==> src/rtl/cmd_decoder_pkg.sv <==
// Shared definitions for the host-command decoder: opcode values, FSM state
// encodings, the per-opcode argument-count table and a saturating increment.
// Build option: CMD_DECODER_FILL_EN makes opcode 0x04 (FILL) a known command.
package cmd_decoder_pkg;

    localparam logic [7:0] OP_NOP      = 8'h00;
    localparam logic [7:0] OP_SET_ADDR = 8'h01;
    localparam logic [7:0] OP_WRITE    = 8'h02;
    localparam logic [7:0] OP_SET_REG  = 8'h03;
    localparam logic [7:0] OP_FILL     = 8'h04;

    // Pop handshake: FETCH issues the pop, LATCH presents the returned byte.
    typedef enum logic [0:0] {
        POP_FETCH = 1'b0,
        POP_LATCH = 1'b1
    } pop_state_e;

    // Parser: expecting an opcode, collecting arguments, or running a side effect.
    typedef enum logic [1:0] {
        PS_OPCODE = 2'd0,
        PS_ARGS   = 2'd1,
        PS_VRAM   = 2'd2,
        PS_REG    = 2'd3
    } parse_state_e;

    // Number of argument bytes that follow each known opcode.
    function automatic logic [1:0] arg_count(input logic [7:0] op);
        case (op)
            OP_SET_ADDR: arg_count = 2'd2;
            OP_WRITE:    arg_count = 2'd1;
            OP_SET_REG:  arg_count = 2'd2;
`ifdef CMD_DECODER_FILL_EN
            OP_FILL:     arg_count = 2'd2;
`endif
            default:     arg_count = 2'd0;
        endcase
    endfunction

    function automatic logic is_known_op(input logic [7:0] op);
        case (op)
            OP_NOP, OP_SET_ADDR, OP_WRITE, OP_SET_REG: is_known_op = 1'b1;
`ifdef CMD_DECODER_FILL_EN
            OP_FILL:                                   is_known_op = 1'b1;
`endif
            default:                                   is_known_op = 1'b0;
        endcase
    endfunction

    // 8-bit counter increment that sticks at 255.
    function automatic logic [7:0] sat_inc8(input logic [7:0] v);
        sat_inc8 = (v == 8'hFF) ? v : v + 8'd1;
    endfunction

endpackage

==> src/rtl/cmd_decoder_if.sv <==
// Bus bundle between the command decoder and its FIFO / VRAM / register file
// neighbours. All strobes are active-low.
interface cmd_decoder_if #(
    parameter int ADDR_W = 16,
    parameter int REG_AW = 4
);
    logic              fifo_not_empty;
    logic              fifo_rd;
    logic [7:0]        fifo_rd_data;
    logic              vram_wr;
    logic              vram_ready;
    logic [ADDR_W-1:0] vram_addr;
    logic [7:0]        vram_data;
    logic              reg_wr;
    logic [REG_AW-1:0] reg_addr;
    logic [7:0]        reg_data;
    logic [7:0]        bad_op_cnt;

    modport master (
        input  fifo_not_empty, fifo_rd_data, vram_ready,
        output fifo_rd, vram_wr, vram_addr, vram_data,
               reg_wr, reg_addr, reg_data, bad_op_cnt
    );

    modport slave (
        output fifo_not_empty, fifo_rd_data, vram_ready,
        input  fifo_rd, vram_wr, vram_addr, vram_data,
               reg_wr, reg_addr, reg_data, bad_op_cnt
    );
endinterface

==> src/rtl/cmd_fifo_pop.sv <==
// FIFO pop handshake: issues an active-low pop in FETCH when allowed and data
// is available, then in LATCH hands the returned byte to the parser with a
// one-cycle valid. Sustains at most one byte every two cycles.
module cmd_fifo_pop
    import cmd_decoder_pkg::*;
(
    input  logic       clk,
    input  logic       nrst,
    input  logic       en,
    input  logic       fifo_not_empty,
    input  logic [7:0] fifo_rd_data,
    output logic       fifo_rd,
    output logic [7:0] byte_data,
    output logic       byte_vld
);

    pop_state_e state_q, state_d;

    // State register.
    always_ff @(posedge clk or negedge nrst) begin
        if (!nrst) begin
            state_q <= POP_FETCH;
        end else begin
            state_q <= state_d;
        end
    end

    // Pop request is combinational and forced inactive while reset is asserted.
    always_comb begin
        state_d   = state_q;
        fifo_rd   = 1'b1;
        byte_vld  = 1'b0;
        byte_data = fifo_rd_data;
        case (state_q)
            POP_FETCH: begin
                if (nrst && en && fifo_not_empty) begin
                    fifo_rd = 1'b0;
                    state_d = POP_LATCH;
                end
            end
            POP_LATCH: begin
                byte_vld = 1'b1;
                state_d  = POP_FETCH;
            end
            default: state_d = POP_FETCH;
        endcase
    end

endmodule

==> src/rtl/cmd_decoder.sv <==
// Host-command decoder: parses bytes popped from the command FIFO into
// SET_ADDR / WRITE / SET_REG commands, drives the VRAM write handshake and a
// one-cycle register-write strobe, and counts unknown opcodes.
// Build option: CMD_DECODER_FILL_EN enables opcode 0x04 FILL n,d.
module cmd_decoder
    import cmd_decoder_pkg::*;
#(
    parameter int ADDR_W = 16,
    parameter int REG_AW = 4
) (
    input logic          clk,
    input logic          nrst,
    cmd_decoder_if.master bus
);

    parse_state_e      pstate_q, pstate_d;
    logic [7:0]        opcode_q, opcode_d;
    logic [1:0]        arg_idx_q, arg_idx_d;
    logic [7:0]        arg0_q, arg0_d;
    logic [ADDR_W-1:0] addr_q, addr_d;
    logic [7:0]        vram_data_q, vram_data_d;
    logic              vram_wr_q, vram_wr_d;
    logic              reg_wr_q, reg_wr_d;
    logic [REG_AW-1:0] reg_addr_q, reg_addr_d;
    logic [7:0]        reg_data_q, reg_data_d;
    logic [7:0]        bad_cnt_q, bad_cnt_d;
`ifdef CMD_DECODER_FILL_EN
    logic [7:0]        fill_cnt_q, fill_cnt_d;
`endif

    logic       pop_en;
    logic [7:0] byte_data;
    logic       byte_vld;
    logic [15:0] addr_full;

    // Bytes are only fetched while the parser is reading opcodes or arguments.
    assign pop_en    = (pstate_q == PS_OPCODE) || (pstate_q == PS_ARGS);
    assign addr_full = {byte_data, arg0_q};

    cmd_fifo_pop u_pop (
        .clk            (clk),
        .nrst           (nrst),
        .en             (pop_en),
        .fifo_not_empty (bus.fifo_not_empty),
        .fifo_rd_data   (bus.fifo_rd_data),
        .fifo_rd        (bus.fifo_rd),
        .byte_data      (byte_data),
        .byte_vld       (byte_vld)
    );

    // Parser, pointer and output registers; reset drops any command in flight.
    always_ff @(posedge clk or negedge nrst) begin
        if (!nrst) begin
            pstate_q    <= PS_OPCODE;
            opcode_q    <= OP_NOP;
            arg_idx_q   <= 2'd0;
            arg0_q      <= 8'd0;
            addr_q      <= '0;
            vram_data_q <= 8'd0;
            vram_wr_q   <= 1'b1;
            reg_wr_q    <= 1'b1;
            reg_addr_q  <= '0;
            reg_data_q  <= 8'd0;
            bad_cnt_q   <= 8'd0;
`ifdef CMD_DECODER_FILL_EN
            fill_cnt_q  <= 8'd0;
`endif
        end else begin
            pstate_q    <= pstate_d;
            opcode_q    <= opcode_d;
            arg_idx_q   <= arg_idx_d;
            arg0_q      <= arg0_d;
            addr_q      <= addr_d;
            vram_data_q <= vram_data_d;
            vram_wr_q   <= vram_wr_d;
            reg_wr_q    <= reg_wr_d;
            reg_addr_q  <= reg_addr_d;
            reg_data_q  <= reg_data_d;
            bad_cnt_q   <= bad_cnt_d;
`ifdef CMD_DECODER_FILL_EN
            fill_cnt_q  <= fill_cnt_d;
`endif
        end
    end

    // Command parsing and side-effect sequencing.
    always_comb begin
        pstate_d    = pstate_q;
        opcode_d    = opcode_q;
        arg_idx_d   = arg_idx_q;
        arg0_d      = arg0_q;
        addr_d      = addr_q;
        vram_data_d = vram_data_q;
        vram_wr_d   = vram_wr_q;
        reg_wr_d    = reg_wr_q;
        reg_addr_d  = reg_addr_q;
        reg_data_d  = reg_data_q;
        bad_cnt_d   = bad_cnt_q;
`ifdef CMD_DECODER_FILL_EN
        fill_cnt_d  = fill_cnt_q;
`endif
        case (pstate_q)
            PS_OPCODE: begin
                if (byte_vld) begin
                    opcode_d  = byte_data;
                    arg_idx_d = 2'd0;
                    if (!is_known_op(byte_data)) begin
                        bad_cnt_d = sat_inc8(bad_cnt_q);
                    end else if (arg_count(byte_data) != 2'd0) begin
                        pstate_d = PS_ARGS;
                    end
                end
            end
            PS_ARGS: begin
                if (byte_vld) begin
                    if (arg_idx_q == arg_count(opcode_q) - 2'd1) begin
                        // Final argument byte: commit the command.
                        case (opcode_q)
                            OP_SET_ADDR: begin
                                addr_d   = addr_full[ADDR_W-1:0];
                                pstate_d = PS_OPCODE;
                            end
                            OP_WRITE: begin
                                vram_data_d = byte_data;
                                vram_wr_d   = 1'b0;
                                pstate_d    = PS_VRAM;
                            end
                            OP_SET_REG: begin
                                reg_addr_d = arg0_q[REG_AW-1:0];
                                reg_data_d = byte_data;
                                reg_wr_d   = 1'b0;
                                pstate_d   = PS_REG;
                            end
`ifdef CMD_DECODER_FILL_EN
                            OP_FILL: begin
                                // A count of zero wraps through 255..1, giving 256 writes.
                                fill_cnt_d  = arg0_q;
                                vram_data_d = byte_data;
                                vram_wr_d   = 1'b0;
                                pstate_d    = PS_VRAM;
                            end
`endif
                            default: pstate_d = PS_OPCODE;
                        endcase
                    end else begin
                        arg0_d    = byte_data;
                        arg_idx_d = arg_idx_q + 2'd1;
                    end
                end
            end
            PS_VRAM: begin
                if (bus.vram_ready) begin
                    addr_d = addr_q + 1'b1;
`ifdef CMD_DECODER_FILL_EN
                    if (opcode_q == OP_FILL && fill_cnt_q != 8'd1) begin
                        fill_cnt_d = fill_cnt_q - 8'd1;
                    end else begin
                        vram_wr_d = 1'b1;
                        pstate_d  = PS_OPCODE;
                    end
`else
                    vram_wr_d = 1'b1;
                    pstate_d  = PS_OPCODE;
`endif
                end
            end
            PS_REG: begin
                reg_wr_d = 1'b1;
                pstate_d = PS_OPCODE;
            end
            default: pstate_d = PS_OPCODE;
        endcase
    end

    assign bus.vram_wr    = vram_wr_q;
    assign bus.vram_addr  = addr_q;
    assign bus.vram_data  = vram_data_q;
    assign bus.reg_wr     = reg_wr_q;
    assign bus.reg_addr   = reg_addr_q;
    assign bus.reg_data   = reg_data_q;
    assign bus.bad_op_cnt = bad_cnt_q;

endmodule

==> src/flat_wrapper.sv <==
// flat-port wrapper written by rule: the top's interface ports become plain ports
module cmd_decoder_flat import cmd_decoder_pkg::*;
#(
    parameter int ADDR_W = 16,
    parameter int REG_AW = 4
)
  (clk, nrst, bus_fifo_not_empty, bus_fifo_rd_data, bus_vram_ready, bus_fifo_rd, bus_vram_wr, bus_vram_addr, bus_vram_data, bus_reg_wr, bus_reg_addr, bus_reg_data, bus_bad_op_cnt);
  cmd_decoder_if #(.ADDR_W(ADDR_W), .REG_AW(REG_AW)) bus_i ();
  input logic clk;
  input logic nrst;
  input wire logic [$bits(bus_i.fifo_not_empty)-1:0] bus_fifo_not_empty;
  input wire logic [$bits(bus_i.fifo_rd_data)-1:0] bus_fifo_rd_data;
  input wire logic [$bits(bus_i.vram_ready)-1:0] bus_vram_ready;
  output wire logic [$bits(bus_i.fifo_rd)-1:0] bus_fifo_rd;
  output wire logic [$bits(bus_i.vram_wr)-1:0] bus_vram_wr;
  output wire logic [$bits(bus_i.vram_addr)-1:0] bus_vram_addr;
  output wire logic [$bits(bus_i.vram_data)-1:0] bus_vram_data;
  output wire logic [$bits(bus_i.reg_wr)-1:0] bus_reg_wr;
  output wire logic [$bits(bus_i.reg_addr)-1:0] bus_reg_addr;
  output wire logic [$bits(bus_i.reg_data)-1:0] bus_reg_data;
  output wire logic [$bits(bus_i.bad_op_cnt)-1:0] bus_bad_op_cnt;
  assign bus_i.fifo_not_empty = bus_fifo_not_empty;
  assign bus_i.fifo_rd_data = bus_fifo_rd_data;
  assign bus_i.vram_ready = bus_vram_ready;
  assign bus_fifo_rd = bus_i.fifo_rd;
  assign bus_vram_wr = bus_i.vram_wr;
  assign bus_vram_addr = bus_i.vram_addr;
  assign bus_vram_data = bus_i.vram_data;
  assign bus_reg_wr = bus_i.reg_wr;
  assign bus_reg_addr = bus_i.reg_addr;
  assign bus_reg_data = bus_i.reg_data;
  assign bus_bad_op_cnt = bus_i.bad_op_cnt;
  cmd_decoder #(.ADDR_W(ADDR_W), .REG_AW(REG_AW)) u_core (.clk(clk), .nrst(nrst), .bus(bus_i));
endmodule
==> config.mk <==
export PLATFORM = sky130hd
export DESIGN_NAME = cmd_decoder_flat
export DESIGN_NICKNAME = d
export VERILOG_FILES = /design/src/rtl/cmd_decoder_pkg.sv /design/src/rtl/cmd_decoder_if.sv /design/src/rtl/cmd_fifo_pop.sv /design/src/rtl/cmd_decoder.sv /design/src/flat_wrapper.sv
export SDC_FILE = /design/constraint.sdc
export NUM_CORES = 1
export LEC_CHECK = 0
export CORE_MARGIN = 2
export CORE_UTILIZATION = 40
export DETAILED_ROUTE_END_ITERATION = 8
export SETUP_SLACK_MARGIN = 0.3
export SLEW_MARGIN = 10
export SYNTH_ARGS = -nofsm -noshare
export SYNTH_HDL_FRONTEND = slang
export SYNTH_SLANG_ARGS = --single-unit
==> constraint.sdc <==
create_clock -name clk -period 3.2 [get_ports clk]
set_input_delay 0.48 -clock clk [delete_from_list [all_inputs] [get_ports clk]]
set_output_delay 0.48 -clock clk [all_outputs]
set_load 0.1 [all_outputs]
==> results.json <==
{
  "cts_tree": "done",
  "synth_ff_type": "dfrtp_1",
  "p_clk_share_pct": 28.6,
  "holdCritPathClass": "in2async",
  "grt_pass1_wl_um": 13900,
  "relSlewSlack_pct": 34.9,
  "critPathRequiredTime_ns": 3.43,
  "port_buffers": 58,
  "layout_common_cells": "dfrtp_1, buf_4, mux2_2",
  "fin_crit_ns": 2.65,
  "cts_inserted_buffers": 9,
  "num_rows": 33,
  "cts_setup_buffers": 0,
  "hold_viol_final": 0,
  "ir_worst_vdd_v": 0.000742,
  "final_antenna_net_count": 0,
  "cts.path.max_buffers": 2,
  "p_int_mw": 1.62,
  "leakage_nw": 1.77,
  "synth_area_sq_um": 3370,
  "p_comb_share_pct": 31.0,
  "cts_max_level": 3,
  "final_common_cell": "dfrtp_1",
  "first_global_vias": 2673,
  "crit_fanout": 8,
  "gp_congestion": 0.915,
  "setup_tns_ns": 0,
  "antenna_found_initial": 0,
  "drtIter0Drc": 204,
  "die_h_um": 95.9,
  "grt_max_degree": 68,
  "critPathCaptureType": "register",
  "cap_violations": 0,
  "dr.pass1.iters": 4,
  "yosysWarnings": 0,
  "slew_violations": 0,
  "p_switching_mw": 1.12,
  "nets": 377,
  "ys_types": 59,
  "fillers": 743,
  "synthToLayoutAreaGrowth_pct": 23.0,
  "path_class": "reg2reg",
  "synth-edff-count": 0,
  "clk_pin_slew_worst_paths_ns": 0.08,
  "cts.sinks": 67,
  "cts_resized": 0,
  "n_antenna_cell": 0,
  "period_share_pct": 82.9,
  "ys_seq_elements": 67,
  "start_kind": "register",
  "design_area_sq_um": 4150,
  "skew_ns": 0.0107,
  "p_total_mw": 2.74,
  "arrival_ns": 2.88,
  "synth_nets": 322,
  "globalRouteOverflowTotal": 0,
  "pre_cts_ws_ns": 0.562,
  "async_flop_share_pct": 100,
  "rsz0062_at_grt": "false",
  "viasPerCell": 5.80,
  "p_seq_share_pct": 40.4,
  "final_layout_size_suffix_gt1_share_pct": 31.5,
  "vias": 2744,
  "setup-violations-final": 0,
  "clock.fmax_ghz": 0.377,
  "finalWorstSetupSlack_ns": 0.548,
  "ioPinCount": 59,
  "ys_seq_area_share_pct": 49.8,
  "clkLatencyLatePin_ns": 0.35,
  "powerDensity_nw_per_um2": 660,
  "core_sq_um": 8220,
  "drt-total-wl_um": 8390,
  "remaining_drc_errors": 0,
  "start_util_pct": 41.1,
  "track_usage_pct": 20.1,
  "cts-root-buf": "clkbuf_8",
  "hpwl_um": 5820,
  "synth_area_per_cell_sq_um": 11.0,
  "post_drt_wl_per_cell_um": 17.7,
  "design.die.area_sq_um": 9190,
  "status": "complete, no violations",
  "syn_inst": 308,
  "switching_share_pct": 41.0,
  "place_area_sq_um": 3930,
  "max_slew.worst_pin.slew_ns": 0.973,
  "dieWidth_um": 95.9,
  "cts_hold_buffers": 0
}
-- critical path: stages, from the launching register on --
cell and delay [ns]:
dfrtp_1 0.40, nor4_1 0.67, nand4_1 0.26, nor4b_2 0.58, buf_4 0.29, mux2_2 0.35
-- through the flow --
stage                     util, %  instances  hold WS [ns]
after global routing         50.5        473         0.431
final                        50.5        473         0.339
after global placement       47.9        457         0.486
after floorplan                 -        308         0.184
after detailed placement     47.9        457         0.492
after CTS                    50.5        473         0.398
-- synthesized netlist by cell type (all sizes together) (4+ instances only) --
cell type  number  area [sq um]
nand3          15          75.1
xnor2           6          52.6
nand4          10          62.6
nand2          18          67.6
nor4            5          31.3
o2111ai         5          43.8
inv             4          15.0
buf             9          57.6
mux2           38           428
o21ai          10          50.1
and3            4          25.0
a2111oi         4          66.3
clkbuf         11          41.3
or3             4          25.0
a21oi          14          70.1
dfrtp          65          1630
nor3            9          45.0
nor2           20          77.6
-- sequential cells by signal (all words and copies together), names as in the netlist --
register / cells
u_core.u_pop.state_q: 1
u_core.bus.vram_addr: 16
u_core.arg0_q: 8
u_core.arg_idx_q: 2
u_core.pstate_q: 2
u_core.bus.bad_op_cnt: 8
u_core.bus.vram_wr: 1
u_core.bus.vram_data: 8
u_core.bus.reg_data: 8
u_core.bus.reg_wr: 1
u_core.opcode_q: 8
u_core.bus.reg_addr: 4
-- power by group through the flow --
stage,clock network (mW),logic [mW],registers (mW)
final,0.784,0.849,1.11
after global routing,0.845,0.891,1.13
after CTS,0.807,0.854,1.10
after detailed placement,0,0.855,1.12
after global placement,0,0.848,1.12
after floorplan,0,0.235,1.52
-- layout make-up --
cell class	instances	area, sq um	area share [%]
inverters	4	15.0	0.362
repair buffers	64	520	12.5
clock inverters	6	90.1	2.17
clock buffers	10	128	3.07
flip-flops and latches	67	1680	40.4
multi-input cells	217	1590	38.2
well taps	105	131	3.16
-- layer usage --
layer  vias up  GRT usage (%)  routed length [um]  part of all wire, %
met1      1341           27.0                3780                   45
met3        23           6.11                 587                  7.0
li1       1277              -                   -                    -
met4         0           8.45                 208                  2.5
met2       103           30.2                3810                   45
met5         -              0                   0                    0
-- path summary, 6_finish.rpt --
kind | to | slack [ns] | start | cells after the start
hold reg to reg | u_core.bus.bad_op_cnt[6] | 0.50 | u_core.bus.bad_op_cnt[6] | 1
setup reg to reg | u_core.bus.reg_data[3] | 0.55 | u_core.opcode_q[7] | 5
setup / recovery | u_core.bus.reg_data[3] | 0.55 | u_core.opcode_q[7] | 5
hold / removal | u_core.bus.vram_addr[1] | 0.34 | nrst | 2
min in group clk | u_core.u_pop.state_q | 0.41 | nrst | 3
max in group asynchronous | u_core.arg0_q[7] | 2.28 | nrst | 2
-- cell families (layout without fill, tap and decap cells) --
logic type / after synthesis / count (layout) / synth area share (%)
buf+inv: 24 / 84 / 3.37
flops: 67 / 67 / 49.8
mux: 40 / 40 / 13.3
xor+xnor: 7 / 7 / 1.82
fa+ha+maj: 2 / 2 / 0.741
compound gates: 63 / 63 / 13.9
simple gates: 105 / 105 / 17.1
Power figures use the tool's default switching activity.
